===== src/rtl/segment_scan_controller_if.sv =====
`default_nettype none
// ---------------------------------------------------------------------------
// segment_scan_controller_if : load/value inputs and scan outputs of the
// seven-segment scan controller.  Rev 1.0
// ---------------------------------------------------------------------------
interface segment_scan_controller_if #(
    parameter int DIGITS = 4
);
    logic                  load;
    logic [4*DIGITS-1:0]   value;
    logic [DIGITS-1:0]     dp_in;
    logic                  lz_blank;
    logic [3:0]            bcd;
    logic [DIGITS-1:0]     digit_en;
    logic                  dp;
    logic                  frame_done;
    logic                  load_ack;

    modport master (
        output load, value, dp_in, lz_blank,
        input  bcd, digit_en, dp, frame_done, load_ack
    );

    modport slave (
        input  load, value, dp_in, lz_blank,
        output bcd, digit_en, dp, frame_done, load_ack
    );
endinterface
`default_nettype wire


===== src/rtl/segment_scan_controller.sv =====
`default_nettype none
// ---------------------------------------------------------------------------
// segment_scan_controller : double-buffered, time-multiplexed digit scanner
// with dead-time blanking and leading-zero suppression.  Rev 1.0
// ---------------------------------------------------------------------------
module segment_scan_controller #(
    parameter int DIGITS   = 4,
    parameter int PRESCALE = 1000,
    parameter int BLANK    = 4
) (
    input  wire logic                 clk,
    input  wire logic                 reset,
    segment_scan_controller_if.slave  bus
);
    localparam int CNT_W = $clog2(PRESCALE);
    localparam int IDX_W = (DIGITS > 1) ? $clog2(DIGITS) : 1;

    logic [CNT_W-1:0]      cnt_q,      cnt_d;
    logic [IDX_W-1:0]      idx_q,      idx_d;
    logic [4*DIGITS-1:0]   disp_q,     disp_d;
    logic [DIGITS-1:0]     disp_dp_q,  disp_dp_d;
    logic [4*DIGITS-1:0]   pend_val_q, pend_val_d;
    logic [DIGITS-1:0]     pend_dp_q,  pend_dp_d;
    logic                  pend_q,     pend_d;
    logic                  lz_q,       lz_d;
    logic                  frame_done_q, frame_done_d;
    logic                  load_ack_q,   load_ack_d;

    logic                  cnt_end;
    logic                  idx_end;
    logic                  boundary;

    assign cnt_end  = (cnt_q == CNT_W'(PRESCALE - 1));
    assign idx_end  = (idx_q == IDX_W'(DIGITS - 1));
    assign boundary = cnt_end && idx_end;

    always_comb begin
        cnt_d        = cnt_end ? '0 : cnt_q + CNT_W'(1);
        idx_d        = idx_q;
        disp_d       = disp_q;
        disp_dp_d    = disp_dp_q;
        pend_val_d   = pend_val_q;
        pend_dp_d    = pend_dp_q;
        pend_d       = pend_q;
        lz_d         = bus.lz_blank;
        frame_done_d = boundary;
        load_ack_d   = boundary && (pend_q || bus.load);

        if (cnt_end) begin
            idx_d = idx_end ? '0 : idx_q + IDX_W'(1);
        end

        if (bus.load) begin
            pend_val_d = bus.value;
            pend_dp_d  = bus.dp_in;
        end

        // At the frame boundary a same-edge load bypasses the pending buffer.
        if (boundary) begin
            pend_d = 1'b0;
            if (bus.load) begin
                disp_d    = bus.value;
                disp_dp_d = bus.dp_in;
            end else if (pend_q) begin
                disp_d    = pend_val_q;
                disp_dp_d = pend_dp_q;
            end
        end else if (bus.load) begin
            pend_d = 1'b1;
        end
    end

    always_ff @(posedge clk or posedge reset) begin
        if (reset) begin
            cnt_q        <= '0;
            idx_q        <= '0;
            disp_q       <= '0;
            disp_dp_q    <= '0;
            pend_val_q   <= '0;
            pend_dp_q    <= '0;
            pend_q       <= 1'b0;
            lz_q         <= 1'b0;
            frame_done_q <= 1'b0;
            load_ack_q   <= 1'b0;
        end else begin
            cnt_q        <= cnt_d;
            idx_q        <= idx_d;
            disp_q       <= disp_d;
            disp_dp_q    <= disp_dp_d;
            pend_val_q   <= pend_val_d;
            pend_dp_q    <= pend_dp_d;
            pend_q       <= pend_d;
            lz_q         <= lz_d;
            frame_done_q <= frame_done_d;
            load_ack_q   <= load_ack_d;
        end
    end

    logic [DIGITS-1:0] suppress;
    logic [DIGITS-1:0] en;
    logic [3:0]        bcd_sel;
    logic              show;

    assign show = (cnt_q >= CNT_W'(BLANK));

    // Walk from the most significant digit down, tracking whether every
    // nibble seen so far is zero.
    always_comb begin : p_decode
        logic zero_run;
        zero_run = 1'b1;
        suppress = '0;
        en       = '0;
        bcd_sel  = '0;
        for (int i = DIGITS - 1; i >= 0; i--) begin
            zero_run = zero_run && (disp_q[4*i +: 4] == 4'h0);
            if (i != 0) begin
                suppress[i] = lz_q && zero_run;
            end
            if (idx_q == IDX_W'(i)) begin
                bcd_sel = disp_q[4*i +: 4];
                en[i]   = show && !suppress[i];
            end
        end
    end

    assign bus.bcd        = bcd_sel;
    assign bus.digit_en   = en;
    assign bus.dp         = |(en & disp_dp_q);
    assign bus.frame_done = frame_done_q;
    assign bus.load_ack   = load_ack_q;

endmodule
`default_nettype wire


===== src/flat_wrapper.sv =====
// flat-port wrapper written by rule: the top's interface ports become plain ports
module segment_scan_controller_flat 
#(
    parameter int DIGITS   = 4,
    parameter int PRESCALE = 1000,
    parameter int BLANK    = 4
)
  (clk, reset, bus_load, bus_value, bus_dp_in, bus_lz_blank, bus_bcd, bus_digit_en, bus_dp, bus_frame_done, bus_load_ack);
  segment_scan_controller_if #(.DIGITS(DIGITS)) bus_i ();
  input  wire logic clk;
  input  wire logic reset;
  input wire logic [$bits(bus_i.load)-1:0] bus_load;
  input wire logic [$bits(bus_i.value)-1:0] bus_value;
  input wire logic [$bits(bus_i.dp_in)-1:0] bus_dp_in;
  input wire logic [$bits(bus_i.lz_blank)-1:0] bus_lz_blank;
  output wire logic [$bits(bus_i.bcd)-1:0] bus_bcd;
  output wire logic [$bits(bus_i.digit_en)-1:0] bus_digit_en;
  output wire logic [$bits(bus_i.dp)-1:0] bus_dp;
  output wire logic [$bits(bus_i.frame_done)-1:0] bus_frame_done;
  output wire logic [$bits(bus_i.load_ack)-1:0] bus_load_ack;
  assign bus_i.load = bus_load;
  assign bus_i.value = bus_value;
  assign bus_i.dp_in = bus_dp_in;
  assign bus_i.lz_blank = bus_lz_blank;
  assign bus_bcd = bus_i.bcd;
  assign bus_digit_en = bus_i.digit_en;
  assign bus_dp = bus_i.dp;
  assign bus_frame_done = bus_i.frame_done;
  assign bus_load_ack = bus_i.load_ack;
  segment_scan_controller #(.DIGITS(DIGITS), .PRESCALE(PRESCALE), .BLANK(BLANK)) u_core (.clk(clk), .reset(reset), .bus(bus_i));
endmodule

===== config.mk =====
export PLATFORM = sky130hd
export DESIGN_NAME = segment_scan_controller_flat
export DESIGN_NICKNAME = d
export VERILOG_FILES = /design/src/rtl/segment_scan_controller_if.sv /design/src/rtl/segment_scan_controller.sv /design/src/flat_wrapper.sv
export SDC_FILE = /design/constraint.sdc
export NUM_CORES = 1
export LEC_CHECK = 0
export BUFFER_PORTS_ARGS = -buffer_cell sky130_fd_sc_hd__buf_4
export CAP_MARGIN = 20
export CORE_AREA = 2 2 69 71
export CTS_CLUSTER_DIAMETER = 30
export CTS_CLUSTER_SIZE = 16
export DETAILED_ROUTE_END_ITERATION = 8
export DIE_AREA = 0 0 71 73
export PLACE_DENSITY = 0.79
export SLEW_MARGIN = 10
export SYNTH_ARGS = -nofsm -noshare
export SYNTH_HDL_FRONTEND = slang
export SYNTH_SLANG_ARGS = --single-unit

===== constraint.sdc =====
create_clock -name clk -period 2.7 [get_ports clk]
set_input_delay 0.135 -clock clk [delete_from_list [all_inputs] [get_ports clk]]
set_output_delay 0.135 -clock clk [all_outputs]
set_load 0.005 [all_outputs]

---- Word level (Yosys, flattened, before mapping) ----
Index checks and enable logic that the tools add are counted.
storage, ports and cells
  memory bits (read-only) ................. 0
  bits in writable memories ............... 0
  memories kept ........................... 0
  flip-flop bits (word level) ............. 56
  input port bits ......................... 24
  logic and storage cells ................. 56
  bits in latches ......................... 0
operators by class
  multiply operators ...................... 0
  divide/modulo/power cells ............... 0
  bitwise gates (word level) .............. 1
  eq/ne operators ......................... 4
  shift-type cells ........................ 0
  multiplexer cells ....................... 16
  magnitude comparators ................... 1
  add/sub/neg operators ................... 2
  reduce and logical (&&, ||, !) cells .... 22
operator list
  kind                                                  count
  2-to-1 mux 16 bit                                     2
  2-to-1 mux 4 bit                                      6
  logical NOT 4 bit                                     3
  adder 10 x 1 -> 10 bit, second input constant         1
  equality test 10 bit, second input constant           1
  >= comparator 10 x 3 -> 1 bit, second input constant  1
  logical AND 1 bit                                     10
  2-to-1 mux 10 bit                                     1
  2-to-1 mux 1 bit                                      6
  AND 4 bit                                             1
  equality test 2 bit, second input constant            2
  nonzero test 2 bit                                    2
  OR reduction 4 bit                                    1
  logical NOT 1 bit                                     3
  adder 2 x 1 -> 2 bit, second input constant           1
  equality test 2 x 1 -> 1 bit, second input constant   1
  logical NOT 2 bit                                     1
  2-to-1 mux 2 bit                                      1
  AND reduction 2 bit                                   1
  logical OR 1 bit                                      1

---- Depth between registers and ports, before layout ----
Gate-level depths: netlist (run 1).
  depth after elaboration ................. 9
  mapped depth ............................ 7
  mapped depth without buffers ............ 6

---- Worst setup path after synthesis (run 1) ----
OpenSTA, ideal clock, no wires.
  path kind ............................... reg2reg
  start ................................... register u_core.cnt_q[6]
  end ..................................... register u_core.disp_dp_q[1]
  buffers on the path ..................... 1
  setup slack ............................. 1029 ps
  data arrival time ....................... 1544 ps
  period minus slack after synthesis ...... 1671 ps
  library setup time ...................... 127 ps
  cell stages (with the launch flop) ...... 6
  cell sequence ........................... dfrtp_1 nand4_1 nor4_2 and3b_2 buf_6 mux2_1
on the way
  cells in the longest elaborated chain, start to end .. 3
RTL lines
  item                                  line                           RTL
  from (decl)                           segment_scan_controller.sv:18  logic [CNT_W-1:0] cnt_q, cnt_d;
  from (signal assigned)                segment_scan_controller.sv:86  cnt_q <= cnt_d;
  equality test 10 bit                  segment_scan_controller.sv:33  assign cnt_end = (cnt_q == CNT_W'(PRESCALE - 1));
  logical AND 1 bit                     segment_scan_controller.sv:35  assign boundary = cnt_end && idx_end;
  AND reduction 2 bit (no source line)  n/a
  to (signal assigned)                  segment_scan_controller.sv:89  disp_dp_q <= disp_dp_d;
  to (decl)                             segment_scan_controller.sv:21  logic [DIGITS-1:0] disp_dp_q, disp_dp_d;
Every way passes these cells.
A chain may end at the register's enable or synchronous reset.

---- Worst setup path in the final report (run 1) ----
  start ................................... register u_core.idx_q[0]
  end ..................................... output bus_bcd[3]
on the way
  cells in the longest elaborated chain, start to end .. 5
RTL lines
  item                            line                            RTL
  from (decl)                     segment_scan_controller.sv:19   logic [IDX_W-1:0] idx_q, idx_d;
  from (signal assigned)          segment_scan_controller.sv:87   idx_q <= idx_d;
  equality test 2 bit             segment_scan_controller.sv:119  if (idx_q == IDX_W'(i)) begin
  2-to-1 mux 4 bit (3 in series)  segment_scan_controller.sv:119
  2-to-1 mux 4 bit *              segment_scan_controller.sv:119
  to (decl)                       flat_wrapper.sv:16              output wire logic [$bits(bus_i.bcd)-1:0] bus_bcd;
Every way passes the cells marked *; elsewhere a longest branch is shown, timed or not.

==> summary.txt, run 1 <==
Run status
  • Outcome: finished, final reports clean

Detailed routing
  • DRC viols: 0
  • DR iter-0 viols: 114
  • Drt total wl: around 4400 µm
  • Final ANT Viol Nets: 0
  • Avg WL per Cell: 15.1 µm
  • Vias per Instance: 5.49
  • TritonRoute pass-1 iters: 4
  • Vias: between 1500 and 2000

Setup path
  • WP data arrival: between 1.5 and 2 ns
  • CP Launch Type: flop
  • Crit path from: u_core.idx_q[0]
  • Kind of end point of the critical path: output port
  • Cell repeated most along the worst path: a21oi_1
  • R2R depth: 4
  • Crit path kind: flop to output port
  • Reg-to-Reg Start: u_core.cnt_q[6]
  • CP cell instances: inv_1 > ha_1 > nand3b_1 > a21oi_1 > a21oi_1 > o21ai_0 > buf_4
  • CP max stage cell: dfrtp_1
  • Worst r2r dst: u_core.disp_dp_q[0]
  • Largest fanout on the critical path: 10
  • R2R Setup Slk: slightly below 0.7 ns
  • Largest stage delay, worst path: approximately 0.4 ns
  • Worst setup endpoint: bus_bcd[3]
  • WP data required: around 2.6 ns

CTS
  • Post-CTS Hold Buffers: 2
  • CTS tree: done
  • Clock Path Buffers: 2
  • Clock sinks: between 50 and 60
  • Root Buffer: clkbuf_8
  • Maximum level of the CTS H-tree: 2
  • Post-CTS Setup Bufs: 0
  • Clock transition at path regs: around 0.1 ns
  • Number of CTS-inserted buffers: 5
  • Worst-Skew Late Latency: approximately 0.30 ns
  • CTS resizes: 0

Power and ir drop
  • Leak: approximately 1.4 nW
  • Seq pwr share: 0.611
  • Sw frac: 0.215
  • Clock group share of total power: 0.322
  • Peak supply drop: 265 µV
  • Gate power share: 0.067
  • Final Power: 1.43 mW
  • Power Density: between 400 and 500 nW/µm²
  • Int Pwr: 1.13 mW
  • P_sw: 0.308 mW

Synth
  • Cells after Synth: between 200 and 250
  • Most frequent cell after synthesis: dfrtp_1
  • Synthesized net count: about 230
  • Synth top area share: 0.565
  • Async S/R FF share, synth: 1.00
  • EDFF count, synth: 0
  • Top cells by area, synth: dfrtp_1, mux2_2, mux2_1, ha_1, nand2_1
  • Sequential-to-total area share from yosys stat: 0.565
  • Area of the mapped netlist: around 2500 µm²
  • Yosys warning count: 0
  • Syn avg cell area: about 12 µm²
  • Synth cell types: 31
  • Register bit total from synthesis: 56
  • Most frequent cells after synthesis: dfrtp_1, mux2_2, mux2_1, nand2_1
  • Prevailing post-synth register cell: dfrtp_1
  • Area leader, netlist: dfrtp_1

Global routing
  • Met3 GRT Util: 0.0442
  • GRT busiest layer: met2
  • M2 GR Usage: 0.312
  • Grt ovf: 0
  • GRT Resource Usage Total: 0.182
  • Vias in the first global route: about 1600
  • Largest net degree at the start of global routing: 36
  • Met1 Use GR: 0.226
  • Global-route wire length before repair: approximately 7300 µm
  • Initial antenna violation count: 0

Final layout
  • Nets: 269
  • N_diodes: 0
  • Post-Layout Inst Area: roughly 2900 µm²
  • Layout cells sized above 1: 0.288
  • Area delta synth->final: 16.3%

STA
  • Slew Limit Headroom: 0.504
  • Fmax: roughly 0.5 GHz
  • Final slew viol count: 0
  • Crit share post-route: 0.745
  • Slew at the pin closest to its max-slew limit: 0.743 ns
  • Final hold vios: 0
  • Setup violations, final: 0
  • RSZ-0062 raised after global routing: no
  • Final worst path period need: between 2 and 2.5 ns
  • Worst Skew: around 0.0064 ns
  • Sum Neg Setup Slack: 0 ns

Placement
  • Hpwl dp: between 3000 and 4000 µm
  • Placement Cell Area: between 2000 and 3000 µm²
  • Routability-driven placement congestion ratio: 0.984
  • IO buf count: 34

Floorplan
  • Ports: 35
  • Chip width: around 71 µm
  • Die footprint: between 5000 and 6000 µm²
  • Initial Util: 0.547
  • Core Area: 4540 µm²
  • Die extent in y: between 70 and 80 µm
  • Rows: 25

Flow run
  • Max Cap Viol: 0

Min path
  • HP Class: input port to flop
-- metrics by stage --
stage,util,setup slack (ns),instances,hold WS [ns]
finish,0.636,0.687,294,0.0770
global route,0.636,0.485,294,0.0661
CTS,0.636,0.672,294,0.0709
detailed placement,0.611,0.711,284,0.249
global placement,0.611,0.750,284,0.250
floorplan,-,1.03,203,0.166
-- sequential cells by signal, indices dropped and copies added (netlist names) --
signal	count
u_core.idx_q	2
u_core.disp_q	16
u_core.pend_dp_q	4
u_core.bus.frame_done	1
u_core.disp_dp_q	4
u_core.pend_val_q	16
u_core.cnt_q	10
u_core.lz_q	1
u_core.bus.load_ack	1
u_core.pend_q	1
-- layout by cell type (no fill, tap or decap), types with 2 or more instances in the layout --
cell / count
and2_1: 3
nand4_1: 4
nand3b_1: 4
and3_1: 3
nand3_1: 4
inv_1: 4
nor2_1: 10
clkbuf_8: 6
nor2b_1: 2
nand2_1: 17
ha_1: 6
nor4_1: 4
mux2_1: 19
buf_4: 37
o21ai_0: 8
dfrtp_1: 56
or3_1: 2
xnor2_1: 3
xor2_1: 2
nor3_1: 2
clkinv_2: 2
dlygate4sd3_1: 2
a21oi_1: 10
mux2_2: 21
-- cells by family after synthesis --
| group | Yosys count | synth area share |
|---|---|---|
| muxes | 41 | 0.186 |
| xor gates and xnor gates | 5 | 0.0177 |
| DFF | 56 | 0.565 |
| buffers and inverters | 15 | 0.0288 |
| adders and majority gates | 6 | 0.0303 |
| AOI/OAI and AO/OA | 22 | 0.0505 |
| and+or+nand+nor | 58 | 0.122 |
-- layout make-up --
type / instances / area (µm²)
Sequential cell: 56 / 1400
Clock buffer: 6 / 82.6
Timing Repair Buffer: 39 / 298
Multi-Input combinational cell: 132 / 1010
Clock inverter: 2 / 10.0
Inverter: 5 / 18.8
Fill cell: 352 / 1650
Tap cell: 54 / 67.6
-- how the worst min path moves through the flow --
| stage | start | slack [ns] | cells after the start | to |
|---|---|---|---|---|
| after detailed placement | bus_lz_blank | 0.25 | 1 | u_core.lz_q |
| after global routing | bus_value[0] | 0.07 | 2 | u_core.pend_val_q[0] |
| after CTS | bus_value[12] | 0.07 | 2 | u_core.pend_val_q[12] |
| final | bus_value[12] | 0.08 | 2 | u_core.pend_val_q[12] |
| after floorplan | bus_lz_blank | 0.17 | 0 | u_core.lz_q |
| after global placement | bus_lz_blank | 0.25 | 1 | u_core.lz_q |
-- metal layers --
layer	vias to the layer above	part of all wire
met1	807	0.44
met5	-	0
met3	6	0.038
met2	28	0.50
li1	774	-
met4	0	0.014
-- critical path: cells and delay by family, from the launching register on --
| family | cells | cell delay [ns] |
|---|---|---|
| AO/OA/AOI/OAI | 3 | 0.41 |
| flip-flops | 1 | 0.41 |
| buffers and inverters | 2 | 0.24 |
| AND/OR/NAND/NOR | 1 | 0.21 |
| adder cells (fa/ha/maj) | 1 | 0.30 |
-- power groups by stage --
stage	clock network, mW	registers [mW]	logic (mW)
finish	0.462	0.875	0.0965
floorplan	0	0.889	0.0554
detailed placement	0	0.893	0.0967
CTS	0.475	0.876	0.0993
global placement	0	0.890	0.0939
global route	0.504	0.879	0.108
No activity file was read; power rests on OpenSTA's default activity.
==> run 2: changes to the inputs <==
--- a/config.mk
+++ b/config.mk
@@ -7,12 +7,12 @@
 export LEC_CHECK = 0
 export BUFFER_PORTS_ARGS = -buffer_cell sky130_fd_sc_hd__buf_4
 export CAP_MARGIN = 20
-export CORE_AREA = 2 2 69 71
+export CORE_AREA = 2 2 70 72
 export CTS_CLUSTER_DIAMETER = 30
 export CTS_CLUSTER_SIZE = 16
 export DETAILED_ROUTE_END_ITERATION = 8
-export DIE_AREA = 0 0 71 73
-export PLACE_DENSITY = 0.79
+export DIE_AREA = 0 0 72 74
+export PLACE_DENSITY = 0.77
 export SLEW_MARGIN = 10
 export SYNTH_ARGS = -nofsm -noshare
 export SYNTH_HDL_FRONTEND = slang
==> constraint.sdc (replaced) <==
create_clock -name clk -period 2.1 [get_ports clk]
set_input_delay 0.105 -clock clk [delete_from_list [all_inputs] [get_ports clk]]
set_output_delay 0.105 -clock clk [all_outputs]
set_load 0.005 [all_outputs]
==> summary.txt, run 2 (synthesized netlist as in run 1, its figures left out) <==
Run status
  • Outcome: finished, final reports clean

Floorplan
  • Initial Util: 0.539
  • Die extent in y: 74 µm
  • Core Area: 4600 µm²
  • Chip width: approximately 72 µm
  • Ports: 35
  • Rows: 25
  • Die footprint: between 5000 and 6000 µm²

STA
  • Worst hold slack: around 0.043 ns
  • Fmax: ~0.5 GHz
  • Final slew viol count: 0
  • Crit share post-route: 0.926
  • Final worst path period need: approximately 1.9 ns
  • Slew at the pin closest to its max-slew limit: about 0.58 ns
  • Sum Neg Setup Slack: 0 ns
  • Final hold vios: 0
  • Setup ws final: ~0.16 ns
  • RSZ-0062 raised after global routing: no
  • Worst Skew: 0.00346 ns
  • Setup violations, final: 0
  • Slew Limit Headroom: 0.612

CTS
  • Maximum level of the CTS H-tree: 2
  • Clock sinks: 56
  • Clock transition at path regs: 0.09 ns
  • Number of CTS-inserted buffers: 5
  • Root Buffer: clkbuf_8
  • Worst-Skew Late Latency: about 0.3 ns
  • Clock Path Buffers: 2
  • CTS tree: done

Detailed routing
  • Vias per Instance: 5.51
  • Final ANT Viol Nets: 0
  • TritonRoute pass-1 iters: 4
  • Drt total wl: 4330 µm
  • Max layer used: met4
  • Met2 Wirelength: 2200 µm
  • DRC viols: 0
  • DR iter-0 viols: roughly 110
  • Avg WL per Cell: 14.7 µm
  • Met3 routed WL: 223 µm
  • M1 WL: between 1500 and 2000 µm
  • Vias: 1621

Setup path
  • WP data arrival: roughly 1.8 ns
  • Kind of end point of the critical path: output port
  • CP Launch Type: flop
  • WP data required: around 2.0 ns
  • Largest fanout on the critical path: 10
  • Crit path kind: flop to output port

Global routing
  • GRT Resource Usage Total: 0.173
  • Global-route wire length before repair: approximately 7000 µm
  • Grt ovf: 0
  • Largest net degree at the start of global routing: 31
  • Vias in the first global route: around 1500
  • Initial antenna violation count: 0

Final layout
  • Nets: ~270
  • Filler cells: ~370
  • Biggest regs: u_core.disp_q x16, u_core.pend_val_q x16, u_core.cnt_q x10
  • Area occupied by multi-input gates: slightly above 1000 µm²
  • Commonest non-fill, non-tap cell in the layout: dfrtp_1
  • Sequential cell area: 1400 µm²
  • Area delta synth->final: 18.2%
  • Layout cells sized above 1: 0.292
  • Most frequent cells in the layout: dfrtp_1, buf_4, mux2_2
  • N_diodes: 0

Power and ir drop
  • Peak supply drop: between 500 and 600 µV
  • Leak: ~1.4 nW
  • Power Density: approximately 660 nW/µm²

Placement
  • IO buf count: 34
  • Setup WS pre-CTS: between 0.2 and 0.3 ns
  • Routability-driven placement congestion ratio: a little over 0.9
  • Hpwl dp: between 3000 and 4000 µm

Flow run
  • Max Cap Viol: 0

Min path
  • HP Class: input port to flop
-- run 2: cell count changes in the layout (fill, tap and decap cells not counted), sizes merged --
cell      previous run  this run
clkinv               2         1
clkbuf               6         5
bufinv               0         1
clkinvlp             0         1
-- run 2: stage by stage --
stage | std cells | utilization | area [µm²] | power, mW
2_1_floorplan | 203 | - | 2480 | 1.21
3_3_place_gp | 284 | 0.608 | 2800 | 1.27
3_5_place_dp | 284 | 0.608 | 2800 | 1.27
4_1_cts | 294 | 0.637 | 2930 | 1.96
5_1_grt | 294 | 0.638 | 2930 | 2.02
6_report | 294 | 0.638 | 2930 | 1.94
-- run 2: worst paths after layout --
path | slack, ns | endpoint | startpoint | cells past startpoint
max | 0.16 | bus_bcd[2] | u_core.idx_q[0] | 7
min | 0.04 | u_core.pend_val_q[1] | bus_value[1] | 2
max reg2reg | 0.28 | u_core.disp_q[8] | u_core.cnt_q[6] | 5
min reg2reg | 0.49 | u_core.cnt_q[0] | u_core.cnt_q[0] | 1
max in group asynchronous | 1.14 | u_core.disp_q[10] | reset | 4
min in group asynchronous | 0.41 | u_core.cnt_q[1] | reset | 3
-- run 2: timing repair --
action | CTS | global route
buffers inserted | 0 | 0
endpoints found under the hold margin | 27 | 0
endpoints found under the setup margin | 0 | 4
gates resized for setup | 0 | 2
hold buffers | 2 | 0
-- run 2: per-layer routing --
layer | track usage | vias to the layer above
met5 | 0 | -
met4 | 0.0587 | 0
met3 | 0.0407 | 5
met2 | 0.291 | 43
met1 | 0.223 | 792
li1 | - | 781
-- run 2: cell type report --
| cell class | count | area share |
|---|---|---|
| clock buffers | 5 | 0.0235 |
| repair buffers | 39 | 0.110 |
| flip-flops and latches | 56 | 0.478 |
| well taps | 54 | 0.0230 |
| clock inverters | 3 | 0.0145 |
| inverters | 5 | 0.00640 |
| multi-input cells | 132 | 0.344 |
-- run 2: critical path, stage by stage (launching register included) --
cell and delay [ns]:
dfrtp_1 0.41, inv_1 0.10, ha_2 0.25, nand3b_1 0.17
a21oi_1 0.20, a21oi_1 0.06, o21ai_0 0.20, buf_4 0.15
-- run 2: report_power, final --
part | total, mW | switching (mW) | internal [mW]
registers | 1.12 | 0.00888 | 1.12
logic | 0.124 | 0.0550 | 0.0692
clock network | 0.687 | 0.334 | 0.353
total | 1.94 | 0.398 | 1.54
==> run 3: changes to the inputs <==
==> constraint.sdc (replaced) <==
create_clock -name clk -period 2.2 [get_ports clk]
set_input_delay 0.11 -clock clk [delete_from_list [all_inputs] [get_ports clk]]
set_output_delay 0.11 -clock clk [all_outputs]
set_load 0.005 [all_outputs]
==> summary.txt, run 3 (synthesized netlist as in run 1, its figures left out) <==
Flow run
  • Max Cap Viol: 0

Final layout
  • Nets: around 270
  • Most frequent cells in the layout: dfrtp_1, buf_4, mux2_2
  • Layout cells sized above 1: 0.280
  • Commonest non-fill, non-tap cell in the layout: dfrtp_1
  • N_diodes: 0
  • Biggest regs: u_core.disp_q x16, u_core.pend_val_q x16, u_core.cnt_q x10
  • Area delta synth->final: 16.2%
  • Post-layout util: 0.627

Power and ir drop
  • Leak: 1.37 nW
  • Clock group share of total power: 0.304
  • Seq pwr share: 0.626
  • Sw frac: 0.214
  • Gate power share: 0.070
  • P_sw: around 0.37 mW
  • Power Density: about 590 nW/µm²
  • Peak supply drop: 297 µV
  • Int Pwr: between 1 and 1.5 mW

STA
  • Worst Skew: ~0.0065 ns
  • Fmax: 0.494 GHz
  • Setup violations, final: 0
  • Final slew viol count: 0
  • Final worst path period need: about 2.0 ns
  • Slew at the pin closest to its max-slew limit: between 0.5 and 0.6 ns
  • Final hold vios: 0
  • RSZ-0062 raised after global routing: no
  • Slew Limit Headroom: 0.609
  • Crit share post-route: 0.920
  • Sum Neg Setup Slack: 0 ns

Setup path
  • Worst r2r dst: u_core.disp_q[4]
  • CP Launch Type: flop
  • R2R Setup Slk: ~0.25 ns
  • Reg-to-Reg Start: u_core.cnt_q[5]
  • Crit path kind: flop to output port
  • Largest fanout on the critical path: 10
  • WP data arrival: around 1.9 ns
  • Kind of end point of the critical path: output port
  • R2R depth: 5
  • WP data required: approximately 2.1 ns

Floorplan
  • Core Area: between 4000 and 5000 µm²
  • Die footprint: between 5000 and 6000 µm²
  • Chip width: about 72 µm
  • Rows: 25
  • Die extent in y: between 70 and 80 µm
  • Initial Util: 0.539
  • Ports: 35

Detailed routing
  • Avg WL per Cell: around 15 µm
  • TritonRoute pass-1 iters: 5
  • Final ANT Viol Nets: 0
  • Vias: between 1500 and 2000
  • DR iter-0 viols: 75
  • DRC viols: 0
  • Vias per Instance: 5.51
  • Drt total wl: approximately 4400 µm

CTS
  • Worst-Skew Late Latency: between 0.3 and 0.4 ns
  • Root Buffer: clkbuf_8
  • Number of CTS-inserted buffers: 5
  • Maximum level of the CTS H-tree: 2
  • Clock sinks: 56
  • Clock transition at path regs: ~0.09 ns
  • CTS resizes: 0
  • Clock Path Buffers: 2
  • CTS tree: done

Min path
  • Hold path depth: 2
  • HP Class: input port to flop
  • Worst min-delay path startpoint: bus_dp_in[2]
  • Hold EP: u_core.pend_dp_q[2]

Placement
  • Routability-driven placement congestion ratio: around 0.94
  • IO buf count: 34
  • Hpwl dp: 3160 µm

Global routing
  • Largest net degree at the start of global routing: 31
  • GRT Resource Usage Total: 0.179
  • Grt ovf: 0
  • Vias in the first global route: around 1600
  • Initial antenna violation count: 0
  • Global-route wire length before repair: roughly 7000 µm

Run status
  • Outcome: finished, final reports clean
-- run 3: how the worst max path moves through the flow --
stage	start	end	slack [ns]
6_report	u_core.idx_q[0]	bus_bcd[2]	0.18
5_1_grt	u_core.idx_q[0]	bus_bcd[2]	0.07
4_1_cts	u_core.idx_q[0]	bus_bcd[2]	0.16
3_5_place_dp	u_core.cnt_q[5]	u_core.disp_q[4]	0.28
3_3_place_gp	u_core.cnt_q[6]	u_core.disp_q[8]	0.34
2_1_floorplan	u_core.cnt_q[6]	u_core.disp_dp_q[1]	0.53
-- run 3: critical path: stages, from the launching register on --
cell and delay (ns):
dfrtp_1 0.40, inv_1 0.10, ha_1 0.31, nand3b_1 0.19, a21oi_1 0.21, a21oi_1 0.07
o21ai_0 0.19, buf_4 0.14
-- run 3: power by group through the flow --
stage	clock (mW)	combinational [mW]	sequential, mW
after global placement	0	0.117	1.09
after CTS	0.538	0.123	1.07
after floorplan	0	0.0680	1.09
after global routing	0.582	0.133	1.08
final	0.521	0.120	1.07
after detailed placement	0	0.121	1.10
-- run 3: per-stage QoR --
| step | instances | hold WS [ns] | instance area, µm² | worst slack, ns | power, mW |
|---|---|---|---|---|---|
| 4_1_cts | 293 | 0.0399 | 2880 | 0.164 | 1.74 |
| 3_5_place_dp | 284 | 0.220 | 2790 | 0.284 | 1.22 |
| 6_report | 293 | 0.0464 | 2880 | 0.177 | 1.71 |
| 5_1_grt | 293 | 0.0341 | 2880 | 0.0662 | 1.79 |
| 3_3_place_gp | 284 | 0.216 | 2790 | 0.342 | 1.21 |
| 2_1_floorplan | 203 | 0.141 | 2480 | 0.529 | 1.16 |
-- run 3: layer usage --
| layer | share of wire | GRT usage | up-vias | wire [µm] |
|---|---|---|---|---|
| met5 | 0 | 0 | - | 0 |
| met4 | 0.016 | 0.0797 | 0 | 70 |
| met3 | 0.049 | 0.0474 | 6 | 215 |
| met2 | 0.51 | 0.300 | 40 | 2250 |
| met1 | 0.43 | 0.219 | 794 | 1880 |
| li1 | - | - | 774 | - |
-- run 3: timing repair --
item                                   CTS  global route
hold buffers                             2             0
buffers inserted                         0             0
endpoints found under the hold margin   27             0
-- run 3: cell type report --
cell class              count  area, µm²
clock inverters             1       5.00
well taps                  54       67.6
fillers                   374       1720
clock buffers               6       72.6
repair buffers             39        310
flip-flops and latches     56       1400
multi-input cells         132       1010
inverters                   5       18.8
